## config.mk

```make
export PLATFORM = sky130hd
export DESIGN_NAME = ascon_arbiter
export DESIGN_NICKNAME = d
export VERILOG_FILES = /design/src/rtl/ascon_pkg.sv /design/src/rtl/ascon_arbiter_rr_arbiter.sv /design/src/rtl/ascon_arbiter.sv
export SDC_FILE = /design/constraint.sdc
export NUM_CORES = 1
export LEC_CHECK = 0
export ABC_AREA = 1
export CAP_MARGIN = 20
export CORE_AREA = 2 2 526 528
export CTS_BUF_LIST = sky130_fd_sc_hd__clkbuf_8 sky130_fd_sc_hd__clkbuf_16
export DETAILED_ROUTE_END_ITERATION = 10
export DIE_AREA = 0 0 528 530
export SLEW_MARGIN = 15
export SYNTH_ARGS = -nofsm -noshare
export SYNTH_HDL_FRONTEND = slang
export SYNTH_SLANG_ARGS = --single-unit
```

## constraint.sdc

```tcl
create_clock -name clock -period 1.9 [get_ports clock]
set_input_delay 0.57 -clock clock [delete_from_list [all_inputs] [get_ports clock]]
set_output_delay 0.57 -clock clock [all_outputs]
set_load 0.03 [all_outputs]
```

## src/rtl/ascon_pkg.sv

```systemverilog
// Shared types and defaults for the ascon core arbiter/sequencer.
package ascon_pkg;

    typedef enum logic [2:0] {
        ARB_IDLE,
        ARB_START,
        ARB_GAP,
        ARB_FETCH,
        ARB_ISSUE,
        ARB_WAIT_CIPHER,
        ARB_WAIT_DONE
    } t_arb_state;

    localparam int unsigned WORDS_PER_MSG = 4;
    localparam int unsigned ARB_START_GAP = 14;
    localparam int unsigned ARB_WORD_GAP  = 8;

endpackage

```

## src/rtl/ascon_arbiter_rr_arbiter.sv

```systemverilog
// Combinational round-robin picker: first requester after last_grant_i, cyclically.
module rr_arbiter #(
    parameter int unsigned N_REQ = 2,
    parameter int unsigned IW    = $clog2(N_REQ)
) (
    input  logic [N_REQ-1:0] req_i,
    input  logic [IW-1:0]    last_grant_i,
    output logic [N_REQ-1:0] grant_o,
    output logic             any_o
);

    logic [IW-1:0] idx;

    always_comb begin
        grant_o = '0;
        any_o   = 1'b0;
        idx     = '0;
        for (int unsigned k = 1; k <= N_REQ; k++) begin
            idx = IW'((32'(last_grant_i) + k) % N_REQ);
            if (!any_o && req_i[idx]) begin
                grant_o[idx] = 1'b1;
                any_o        = 1'b1;
            end
        end
    end

endmodule

```

## src/rtl/ascon_arbiter.sv

```systemverilog
// Shares one ascon core between N_REQ requesters: grants per message, paces the
// core strobes and routes cipher words and the tag back to the granted requester.
module ascon_arbiter
    import ascon_pkg::*;
#(
    parameter int unsigned N_REQ     = 2,
    parameter int unsigned START_GAP = ARB_START_GAP,
    parameter int unsigned WORD_GAP  = ARB_WORD_GAP
) (
    input  logic                    clock,
    input  logic                    reset_n,
    input  logic                    i_sys_enable,
    input  logic [N_REQ-1:0]        i_req,
    input  logic [N_REQ-1:0][127:0] i_key,
    input  logic [N_REQ-1:0][127:0] i_nonce,
    input  logic [N_REQ-1:0]        i_word_valid,
    input  logic [N_REQ-1:0][63:0]  i_word,
    output logic [N_REQ-1:0]        o_word_ready,
    output logic [N_REQ-1:0]        o_grant,
    output logic [63:0]             o_cipher,
    output logic [N_REQ-1:0]        o_cipher_valid,
    output logic [127:0]            o_tag,
    output logic [N_REQ-1:0]        o_done,
    output logic                    o_core_start,
    output logic                    o_core_data_valid,
    output logic [63:0]             o_core_data,
    output logic [127:0]            o_core_key,
    output logic [127:0]            o_core_nonce,
    input  logic [63:0]             i_core_cipher,
    input  logic                    i_core_valid_cipher,
    input  logic [127:0]            i_core_tag,
    input  logic                    i_core_done
);

    localparam int unsigned IW         = $clog2(N_REQ);
    localparam logic [4:0]  START_LOAD = 5'(START_GAP - 1);
    localparam logic [4:0]  WORD_LOAD  = 5'(WORD_GAP - 1);

    t_arb_state        state_q, state_d;
    logic [IW-1:0]     grant_q, grant_d;
    logic [IW-1:0]     last_q, last_d;
    logic [4:0]        gap_q, gap_d;
    logic [2:0]        widx_q, widx_d;
    logic [63:0]       data_q, data_d;
    logic [63:0]       cipher_q, cipher_d;
    logic [N_REQ-1:0]  cvalid_q, cvalid_d;
    logic [127:0]      tag_q, tag_d;
    logic [N_REQ-1:0]  done_q, done_d;

    logic [N_REQ-1:0]  pick_oh;
    logic              pick_any;
    logic [IW-1:0]     pick_idx;
    logic [N_REQ-1:0]  grant_oh;

    rr_arbiter #(
        .N_REQ (N_REQ),
        .IW    (IW)
    ) u_rr (
        .req_i        (i_req),
        .last_grant_i (last_q),
        .grant_o      (pick_oh),
        .any_o        (pick_any)
    );

    always_comb begin
        pick_idx = '0;
        for (int unsigned i = 0; i < N_REQ; i++) begin
            if (pick_oh[i]) pick_idx = IW'(i);
        end
    end

    assign grant_oh = {{(N_REQ-1){1'b0}}, 1'b1} << grant_q;

    always_comb begin
        state_d  = state_q;
        grant_d  = grant_q;
        last_d   = last_q;
        gap_d    = gap_q;
        widx_d   = widx_q;
        data_d   = data_q;
        cipher_d = cipher_q;
        cvalid_d = '0;
        tag_d    = tag_q;
        done_d   = '0;
        case (state_q)
            ARB_IDLE: begin
                // Hold off while o_done is pulsing so the finishing requester can drop i_req.
                if (pick_any && done_q == '0) begin
                    grant_d = pick_idx;
                    widx_d  = '0;
                    state_d = ARB_START;
                end
            end
            ARB_START: begin
                gap_d   = START_LOAD;
                state_d = (START_LOAD == 5'd0) ? ARB_FETCH : ARB_GAP;
            end
            ARB_GAP: begin
                gap_d = gap_q - 5'd1;
                if (gap_q <= 5'd1) state_d = ARB_FETCH;
            end
            ARB_FETCH: begin
                if (!i_req[grant_q]) begin
                    last_d  = grant_q;
                    state_d = ARB_IDLE;
                end else if (i_word_valid[grant_q]) begin
                    data_d  = i_word[grant_q];
                    state_d = ARB_ISSUE;
                end
            end
            ARB_ISSUE: begin
                widx_d = widx_q + 3'd1;
                if (widx_q == 3'd0) begin
                    gap_d   = WORD_LOAD;
                    state_d = (WORD_LOAD == 5'd0) ? ARB_FETCH : ARB_GAP;
                end else begin
                    state_d = ARB_WAIT_CIPHER;
                end
            end
            ARB_WAIT_CIPHER: begin
                if (i_core_valid_cipher) begin
                    cipher_d = i_core_cipher;
                    cvalid_d = grant_oh;
                    state_d  = (widx_q == 3'(WORDS_PER_MSG)) ? ARB_WAIT_DONE : ARB_FETCH;
                end
            end
            ARB_WAIT_DONE: begin
                if (i_core_done) begin
                    tag_d   = i_core_tag;
                    done_d  = grant_oh;
                    last_d  = grant_q;
                    state_d = ARB_IDLE;
                end
            end
            default: state_d = ARB_IDLE;
        endcase
    end

    always_ff @(posedge clock or negedge reset_n) begin
        if (!reset_n) begin
            state_q  <= ARB_IDLE;
            grant_q  <= '0;
            last_q   <= IW'(N_REQ - 1);
            gap_q    <= '0;
            widx_q   <= '0;
            data_q   <= '0;
            cipher_q <= '0;
            cvalid_q <= '0;
            tag_q    <= '0;
            done_q   <= '0;
        end else if (i_sys_enable) begin
            state_q  <= state_d;
            grant_q  <= grant_d;
            last_q   <= last_d;
            gap_q    <= gap_d;
            widx_q   <= widx_d;
            data_q   <= data_d;
            cipher_q <= cipher_d;
            cvalid_q <= cvalid_d;
            tag_q    <= tag_d;
            done_q   <= done_d;
        end
    end

    assign o_grant           = (state_q != ARB_IDLE) ? grant_oh : '0;
    assign o_word_ready      = (state_q == ARB_FETCH) ? (grant_oh & i_req) : '0;
    assign o_core_start      = (state_q == ARB_START);
    assign o_core_data_valid = (state_q == ARB_ISSUE);
    assign o_core_data       = data_q;
    assign o_core_key        = i_key[grant_q];
    assign o_core_nonce      = i_nonce[grant_q];
    assign o_cipher          = cipher_q;
    assign o_cipher_valid    = cvalid_q;
    assign o_tag             = tag_q;
    assign o_done            = done_q;

endmodule

```

==> impl_metrics.yaml, run 1 <==
pwr:
  p_per_area_nw_per_um2: 1637
  peakVddDrop_v: 0.001029
  p_leak_nw: 17.70
outcome:
  status: "finished, violations left"
  violations: "negative setup slack"
die:
  dieArea_um2: 279800
  start_util_pct: 5.497
  row_count: 193
  core-area_um2: 274800
  ios: 1363
  die_w_um: 528
  die_h_um: 530
cts:
  clockBufferDepth: 3
  cts-root-buf: "clkbuf_16"
  htree_levels: 2
  clk_transition_reported_paths_ns: 0.06
  clkSinkCount: 273
  cts_tree: "done"
  clk_latency_ns: 0.66
  cts_made_buffers: 40
flow_run:
  drv_cap: 0
critical_path:
  r2r-start: "grant_q"
  crit_buf_inv: 5
  cpMaxStageDelayCell: "dfrtp_4"
  crit_path_max_fanout: 14
  crit_start: "grant_q"
  crit_type: "reg -> out"
  crit_arrival_ns: 2.19
  crit_path_start_kind: "flip-flop"
  crit_path_end_kind: "output port"
  critPathMaxStageDelay_ns: 0.58
  critical_path.cell_chain: "inv_12, buf_16, buf_12, buf_12, nand2_1, nand2_2, buf_12"
  cp_top_family: "buffers and inverters"
  worst_ep_required_time_ns: 1.33
  crit_top_cell: "buf_12"
placement:
  dp_cells: 7221
  io_buffers: 1362
  dp_hpwl_um: 205600
  gp_routability_congestion: 0.9589
global_route:
  grt_max_degree: 73
  grt_pass1_wl_um: 271700
  grt_usage_pct: 15.73
  grt_overflow: 0
  antenna_found_initial: 209
  first_global_vias: 20760
synth:
  synthesis.area_um2: 15110
  synthCells: 2270
  yosys_warnings: 0
  ys_seq_area_share_pct: 45.23
  synth-seq-cells: 273
  syn_nets: 3115
  postSynthAreaPerCell_um2: 6.655
  yosysUniqueCellTypes: 29
timing:
  period_share_pct: 145.2
  finalHoldViolations: 0
  max_slew_margin_pct: 73.10
  tightest_slew_ns: 0.4022
  setup-violations-final: 404
  setup_ws_ns: -0.8592
  rsz0062_at_grt: "yes"
  fmax_ghz: 0.3624
  drv_slew: 0
  clock_skew_ns: 0.02073
  fin_hold_ws_ns: 0.3765
  fin_crit_ns: 2.759
  setup_tns_ns: -240.32
detailed_routing:
  firstDrtPassIters: 5
  wire_per_inst_um: 31.00
  ant_nets: 0
  remaining_drc_errors: 0
  drt_iter0_markers: 1108
  routed_wl_um: 229000
  dr_total_vias: 21230
  viasPerCell: 2.874
layout:
  utilization_pct: 14.37
  fill_cells: 31250
  layout.nets: 4528
  synthToLayoutAreaGrowth_pct: 161.4
  multiInputGateArea_um2: 7567
  finalNonFillerCells: 7386
  post_route_cells_drive_above_1_share_pct: 24.82
  register_area_um2: 6837
hold_path:
  min_path_type: "in -> async"
[sequential cells by signal (all words and copies together), names as in the netlist]
| name | flops |
|---|---|
| o_cipher | 64 |
| o_cipher_valid | 2 |
| gap_q | 5 |
| widx_q | 3 |
| last_q | 1 |
| o_tag | 128 |
| o_done | 2 |
| grant_q | 1 |
| o_core_data | 64 |
| state_q | 3 |
[cell usage after synthesis, drive strengths merged]
cell type  count  share of area (%)
nor3           1              0.066
nor4           1              0.041
nor2          19               0.59
nand3         17               0.60
nand4          4               0.17
ha             4               0.33
nand2       1521                 38
or2            2              0.083
xor2           2               0.12
o21ai        142                5.7
clkbuf        61                1.5
inv          149                3.7
buf           69                3.2
dfstp          1               0.17
dfrtp        272                 45
a21oi          4               0.13
a22oi          1              0.050
[stage by stage]
stage                     setup slack [ns]  total power, mW  cell area (µm²)
after global placement             -0.4453            54.76            36570
final                              -0.8592            64.65            39490
after global routing               -0.9639            68.66            39400
after floorplan                   -0.01893            24.98            15130
after detailed placement           -0.4487            54.70            36570
after CTS                          -0.9836            65.46            38750
[layout make-up]
| class | instances | area share, % |
|---|---|---|
| Timing Repair Buffer | 1501 | 46.62 |
| Multi-Input combinational cell | 1718 | 19.16 |
| Sequential cell | 273 | 17.31 |
| Tap cell | 3607 | 11.43 |
| Clock buffer | 43 | 2.640 |
| Inverter | 149 | 1.454 |
| Clock inverter | 30 | 0.9633 |
| Antenna cell | 65 | 0.4119 |
[layout by cell type, fill, tap and decap left out, types with 2 or more instances in the layout]
cell type,instances
bufinv_16,6
nor2_4,2
buf_6,36
inv_6,2
o21ai_1,25
diode_2,65
buf_12,342
nand2_4,19
dfrtp_1,271
a21oi_1,4
clkbuf_16,48
inv_1,152
nand2_2,205
xor2_1,2
clkinvlp_4,3
nor2_1,16
clkdlybuf4s50_1,920
clkinv_4,2
clkinv_2,5
buf_4,177
o21ai_0,77
o21ai_2,40
clkbuf_8,3
ha_1,4
nand2_1,1297
nand3_1,16
buf_8,5
inv_8,4
nand4_1,4
buf_16,11
[repair_timing]
action,in CTS,in global routing
pin swaps,3,9
cloned,6,8
gates resized for setup,162,111
buffers inserted,6,9
setup endpoints to repair,425,421
hold buffers,1,0
hold endpoints to repair,30,0
[worst paths after layout]
| check | to | slack [ns] | cells past startpoint |
|---|---|---|---|
| max | o_core_nonce[92] | -0.86 | 7 |
| min | o_tag[99] | 0.38 | 2 |
| max reg2reg | o_core_data[22] | -0.24 | 10 |
| min in group clock | o_tag[25] | 0.46 | 3 |
| min reg2reg | o_cipher[41] | 0.48 | 2 |
| max in group asynchronous | o_tag[55] | 0.77 | 4 |
[metal layers]
| layer | up-vias | GRT usage [%] | routed length, µm |
|---|---|---|---|
| met4 | 68 | 5.741 | 10250 |
| met1 | 9633 | 14.16 | 70090 |
| li1 | 9704 | - | - |
| met3 | 461 | 13.43 | 44590 |
| met5 | - | 0 | 460 |
| met2 | 1359 | 25.63 | 103600 |
[cells by family after synthesis]
group | count (synthesis) | share of synthesized area, %
AO/OA/AOI/OAI | 147 | 5.881
XOR/XNOR | 2 | 0.1160
adder cells (fa/ha/maj) | 4 | 0.3313
buffers and inverters | 279 | 8.424
flip-flops | 273 | 45.23
AND/OR/NAND/NOR | 1565 | 40.02
[power by group]
part | leakage, nW | internal [mW] | switching, mW
clock network | 0.714 | 4.87 | 3.56
registers | 3.54 | 8.10 | 1.99
logic | 13.4 | 18.6 | 27.5
(Power assumes the default switching activity.)
==> run 2, diff against run 1 <==
Settings changed: PLACE_DENSITY set to 0.3.
==> run 2 against run 1 <==
Against the previous run: the flow still finishes with violations (negative setup slack); final area increased by 1.0%; global-route usage decreased by 3.7 points; power decreased by 3.4%; setup slack got worse by 0.039 ns; core utilization increased by 0.15 points; critical path depth decreased by 1; clock skew decreased by 0.0084 ns; wire length decreased by 23%; combinational power decreased by 3%; die area unchanged; via count decreased by 3.1%; non-clock buffer count increased by 66.
==> impl_metrics.yaml, run 2 (synthesis gave the netlist of run 1 again) <==
die:
  dieArea_um2: 279800
  core-area_um2: 274800
  row_count: 193
  die_h_um: 530
  die_w_um: 528
  ios: 1363
  start_util_pct: 5.497
critical_path:
  critPathMaxStageDelay_ns: 0.56
  critical_path.cell_chain: "buf_16, buf_12, buf_16, nand2_1, nand2_2, buf_12"
  crit_path_end_kind: "output port"
  crit_buf_inv: 4
  cpMaxStageDelayCell: "dfrtp_4"
  cp_top_family: "buffers and inverters"
  crit_path_max_fanout: 29
  crit_path_start_kind: "flip-flop"
  crit_type: "reg -> out"
  worst_ep_required_time_ns: 1.33
  crit_arrival_ns: 2.23
timing:
  setup_ws_ns: -0.8985
  max_slew_margin_pct: 70.13
  fin_crit_ns: 2.799
  period_share_pct: 147.3
  tightest_slew_ns: 0.4467
  clock_skew_ns: 0.01236
  fmax_ghz: 0.3573
  drv_slew: 0
  setup_tns_ns: -270.65
  rsz0062_at_grt: "yes"
  finalHoldViolations: 0
  setup-violations-final: 522
cts:
  clk_transition_reported_paths_ns: 0.06
  cts_tree: "done"
  clk_latency_ns: 0.62
  cts-root-buf: "clkbuf_16"
  clockBufferDepth: 3
  htree_levels: 2
  cts_made_buffers: 41
  clkSinkCount: 273
detailed_routing:
  viasPerCell: 2.776
  firstDrtPassIters: 5
  routed_wl_um: 176200
  wire_per_inst_um: 23.80
  remaining_drc_errors: 0
  drt_iter0_markers: 897
  dr_total_vias: 20560
  ant_nets: 0
global_route:
  antenna_found_initial: 45
  grt_max_degree: 45
  first_global_vias: 21360
  grt_pass1_wl_um: 221500
  grt_usage_pct: 12.05
  grt_overflow: 0
layout:
  post_route_cells_drive_above_1_share_pct: 23.48
  fill_cells: 31410
  layout_common_cells: "nand2_1, clkdlybuf4s50_1, buf_12, dfrtp_1, nand2_2"
  layout.nets: 4595
  finalNonFillerCells: 7404
  largest_register_ffs: 128
  synthToLayoutAreaGrowth_pct: 164.1
  final_common_cell: "nand2_1"
  utilization_pct: 14.51
hold_path:
  min_path_type: "in -> async"
placement:
  io_buffers: 1362
  dp_hpwl_um: 153900
  gp_routability_congestion: 0.8491
  place_ws_ns: -0.5658
  dp_cells: 7301
outcome:
  violations: "negative setup slack"
  status: "finished, violations left"
flow_run:
  drv_cap: 0
pwr:
  p_leak_nw: 17.81
  p_per_area_nw_per_um2: 1565
  peakVddDrop_v: 0.0008546
==> run 2: repair_timing <==
action	4_1_cts	5_1_grt
buffers inserted	7	1
pin swaps	6	7
resized for setup	178	104
endpoints found under the setup margin	528	527
gates cloned	3	1
hold buffers	1	0
hold endpoints to repair	17	0
==> run 2: worst reg2reg max path, stage by stage, from the launching register on <==
cell     delay (ns)
dfrtp_4        0.53
buf_16         0.21
buf_6          0.22
nand2_1        0.10
nand2_1        0.10
nand2_2        0.08
nor3_4         0.20
buf_12         0.21
buf_12         0.24
nand2_2        0.09
o21ai_2        0.06
==> run 2: report_power, final <==
| group | leakage, nW | total, mW | internal (mW) | switching, mW |
|---|---|---|---|---|
| clock network | 0.683 | 8.01 | 4.62 | 3.39 |
| logic | 13.6 | 44.8 | 18.9 | 25.9 |
| registers | 3.54 | 9.68 | 8.10 | 1.58 |
==> run 2: worst paths after layout <==
| path | startpoint | end | slack (ns) | depth (start not counted) |
|---|---|---|---|---|
| min in group clock | o_tag[34] | o_tag[34] | 0.48 | 2 |
| max in group asynchronous | reset_n | o_tag[94] | 0.73 | 4 |
| hold reg to reg | o_tag[34] | o_tag[34] | 0.48 | 2 |
| hold / removal | reset_n | o_cipher[7] | 0.41 | 2 |
| setup reg to reg | grant_q | o_core_data[27] | -0.20 | 10 |
| setup / recovery | grant_q | o_core_nonce[26] | -0.90 | 6 |
==> run 2: per-layer routing <==
layer  wire [µm]  vias to the layer above  track usage, %  part of all wire, %
met2       82880                      957           20.07                   47
met3       20950                      134           6.310                   12
met4        3048                       32           2.290                  1.7
met1       69120                     9650           13.68                   39
li1            -                     9784               -                    -
met5         210                        -               0                 0.12
==> run 2: area by class of cell <==
class	count	area, µm²	share of cell area, %
tap	3607	4513	11.31
timing repair buffer	1567	18820	47.19
inverter	149	588.1	1.474
multi-input combinational	1718	7741	19.41
clock buffer	48	1122	2.814
sequential	273	6837	17.14
clock inverter	27	226.5	0.5678
antenna	15	37.54	0.09411
==> run 2: metrics by stage <==
step	power [mW]	hold WS (ns)	cell area (µm²)
2_1_floorplan	24.98	0.2744	15130
3_3_place_gp	53.83	0.4557	37400
3_5_place_dp	53.52	0.4579	37400
4_1_cts	63.59	0.3430	39480
5_1_grt	65.96	0.3798	39860
6_report	62.44	0.4093	39890
==> run 3, diff against run 2 <==
Settings changed: PLACE_DENSITY 0.3 to not set, RECOVER_POWER set to 25.
==> run 3 against run 2 <==
Against the previous run: flip-flop and latch count did not move; maximum frequency up 1.4%; setup slack gained 0.039 ns; combinational power rose by 3%; sequential power is 4% higher; hold slack better by 0.049 ns; core utilization is 0.15 points lower; clock-buffer cell count down 5; die area unchanged; critical endpoint is now o_core_nonce[92]; the run still ends with negative setup slack left; via count rose by 3.2%; highest routed layer unchanged; first-iteration DRC count increased by 24%.
==> impl_metrics.yaml, run 3 (synthesis gave the netlist of run 1 again) <==
timing:
  drv_slew: 0
  tightest_slew_ns: 1.289
  setup_tns_ns: -242.99
  max_slew_margin_pct: 14.09
  period_share_pct: 145.2
  finalHoldViolations: 0
  fmax_ghz: 0.3624
  clock_skew_ns: 0.02073
  setup-violations-final: 510
  fin_crit_ns: 2.759
  rsz0062_at_grt: "yes"
  fin_hold_ws_ns: 0.4583
  setup_ws_ns: -0.8592
layout:
  final_cell_area_um2: 39480
  final_common_cell: "nand2_1"
  multiInputGateArea_um2: 7567
  layout_common_cells: "nand2_1, clkdlybuf4s50_1, buf_12, dfrtp_1, nand2_2"
  post_route_cells_drive_above_1_share_pct: 24.80
  synthToLayoutAreaGrowth_pct: 161.4
  largest_register_ffs: 128
  fill_cells: 31260
  layout.nets: 4528
  register_area_um2: 6837
pwr:
  p_sw_mw: 33.06
  p_int_mw: 31.59
  p_leak_nw: 17.70
  p_total_mw: 64.65
  pwr-share-comb_pct: 71.4
  p_per_area_nw_per_um2: 1637
  peakVddDrop_v: 0.001029
  clkPwrFrac_pct: 13.0
  netSwitchingFraction_pct: 51.14
  p_seq_share_pct: 15.6
outcome:
  status: "finished, violations left"
  violations: "negative setup slack"
critical_path:
  crit_path_max_fanout: 14
  crit_path_end_kind: "output port"
  r2r_slack_ns: -0.24
  crit_arrival_ns: 2.19
  r2r-start: "grant_q"
  worst_ep_required_time_ns: 1.33
  r2r_end: "o_core_data[22]"
  crit_path_start_kind: "flip-flop"
  reg2reg_depth: 10
  crit_type: "reg -> out"
flow_run:
  drv_cap: 0
global_route:
  grt_overflow: 0
  antenna_found_initial: 209
  grt_pass1_wl_um: 271700
  grt_usage_pct: 15.73
  first_global_vias: 20760
  grt_max_degree: 73
placement:
  io_buffers: 1362
  dp_hpwl_um: 205600
  gp_routability_congestion: 0.9589
  place_area_um2: 36570
die:
  start_util_pct: 5.497
  row_count: 193
  core-area_um2: 274800
  ios: 1363
  die_h_um: 530
  dieArea_um2: 279800
  die_w_um: 528
detailed_routing:
  viasPerCell: 2.874
  dr_total_vias: 21230
  routed_wl_um: 229000
  ant_nets: 0
  remaining_drc_errors: 0
  firstDrtPassIters: 5
  wire_per_inst_um: 31.00
  drt_iter0_markers: 1108
cts:
  cts-root-buf: "clkbuf_16"
  htree_levels: 2
  clkSinkCount: 273
  cts_made_buffers: 40
  clockBufferDepth: 3
  clk_transition_reported_paths_ns: 0.06
  cts_tree: "done"
  clk_latency_ns: 0.66
hold_path:
  worstHoldStart: "i_core_tag[25]"
  min_path_cells: 3
  holdPathEnd: "o_tag[25]"
  min_path_type: "in -> reg"
[run 3: cell count changes in the layout (fill, tap and decap cells not counted), moves of 13 or more]
cell / delta
buf_4: +13
buf_6: +13
clkdlybuf4s50_1: -110
diode_2: +50
nand2_2: +21
nand2_4: -27
[run 3: power by group through the flow]
| stage | logic (mW) | registers (mW) | clock network (mW) |
|---|---|---|---|
| 2_1_floorplan | 11.3 | 13.7 | 0 |
| 6_report | 46.1 | 10.1 | 8.43 |
| 3_3_place_gp | 44.7 | 10.1 | 0 |
| 3_5_place_dp | 44.6 | 10.1 | 0 |
| 4_1_cts | 46.5 | 10.2 | 8.81 |
| 5_1_grt | 49.3 | 10.4 | 8.99 |
[run 3: worst max-delay path by stage]
stage,slack (ns),start,endpoint
after global routing,-0.96,grant_q,o_core_nonce[92]
after global placement,-0.45,i_req[0],o_core_data[17]
final,-0.86,grant_q,o_core_nonce[92]
after CTS,-0.98,grant_q,o_core_key[68]
after detailed placement,-0.45,i_req[0],o_core_data[17]
after floorplan,-0.02,grant_q,o_core_nonce[100]
[run 3: area by class of cell]
| class | count | area share [%] |
|---|---|---|
| diodes | 65 | 0.4120 |
| clock buffers | 43 | 2.640 |
| clock inverters | 30 | 0.9635 |
| inverters | 149 | 1.455 |
| multi-input cells | 1718 | 19.17 |
| flip-flops and latches | 273 | 17.32 |
| well taps | 3607 | 11.43 |
| repair buffers | 1501 | 46.61 |
[run 3: through the flow]
step                std cells  util, %  worst slack, ns
CTS                      7307    14.10          -0.9836
global placement         7221    13.31          -0.4453
global route             7351    14.33          -0.9639
detailed placement       7221    13.31          -0.4487
floorplan                2270        -         -0.01893
finish                   7386    14.37          -0.8592
[run 3: what timing repair did]
item / 4_1_cts / 5_1_grt
cloned: 6 / 8
hold endpoints to repair: 30 / 0
endpoints found under the setup margin: 425 / 421
gates resized for setup: 162 / 111
setup buffers: 6 / 9
hold buffers: 1 / 0
pin swaps: 3 / 9
[run 3: critical path, stage by stage, from the launching register on]
cell     delay (ns)
dfrtp_4        0.58
inv_12         0.16
buf_16         0.18
buf_12         0.13
buf_12         0.13
nand2_1        0.07
nand2_2        0.08
buf_12         0.15
[run 3: metal layers]
metal | track usage (%) | routed length (µm) | vias up | share of wire [%]
met3 | 13.43 | 44590 | 461 | 19
li1 | - | - | 9704 | -
met2 | 25.63 | 103600 | 1359 | 45
met1 | 14.16 | 70100 | 9633 | 31
met5 | 0 | 460 | - | 0.20
met4 | 5.741 | 10250 | 68 | 4.5
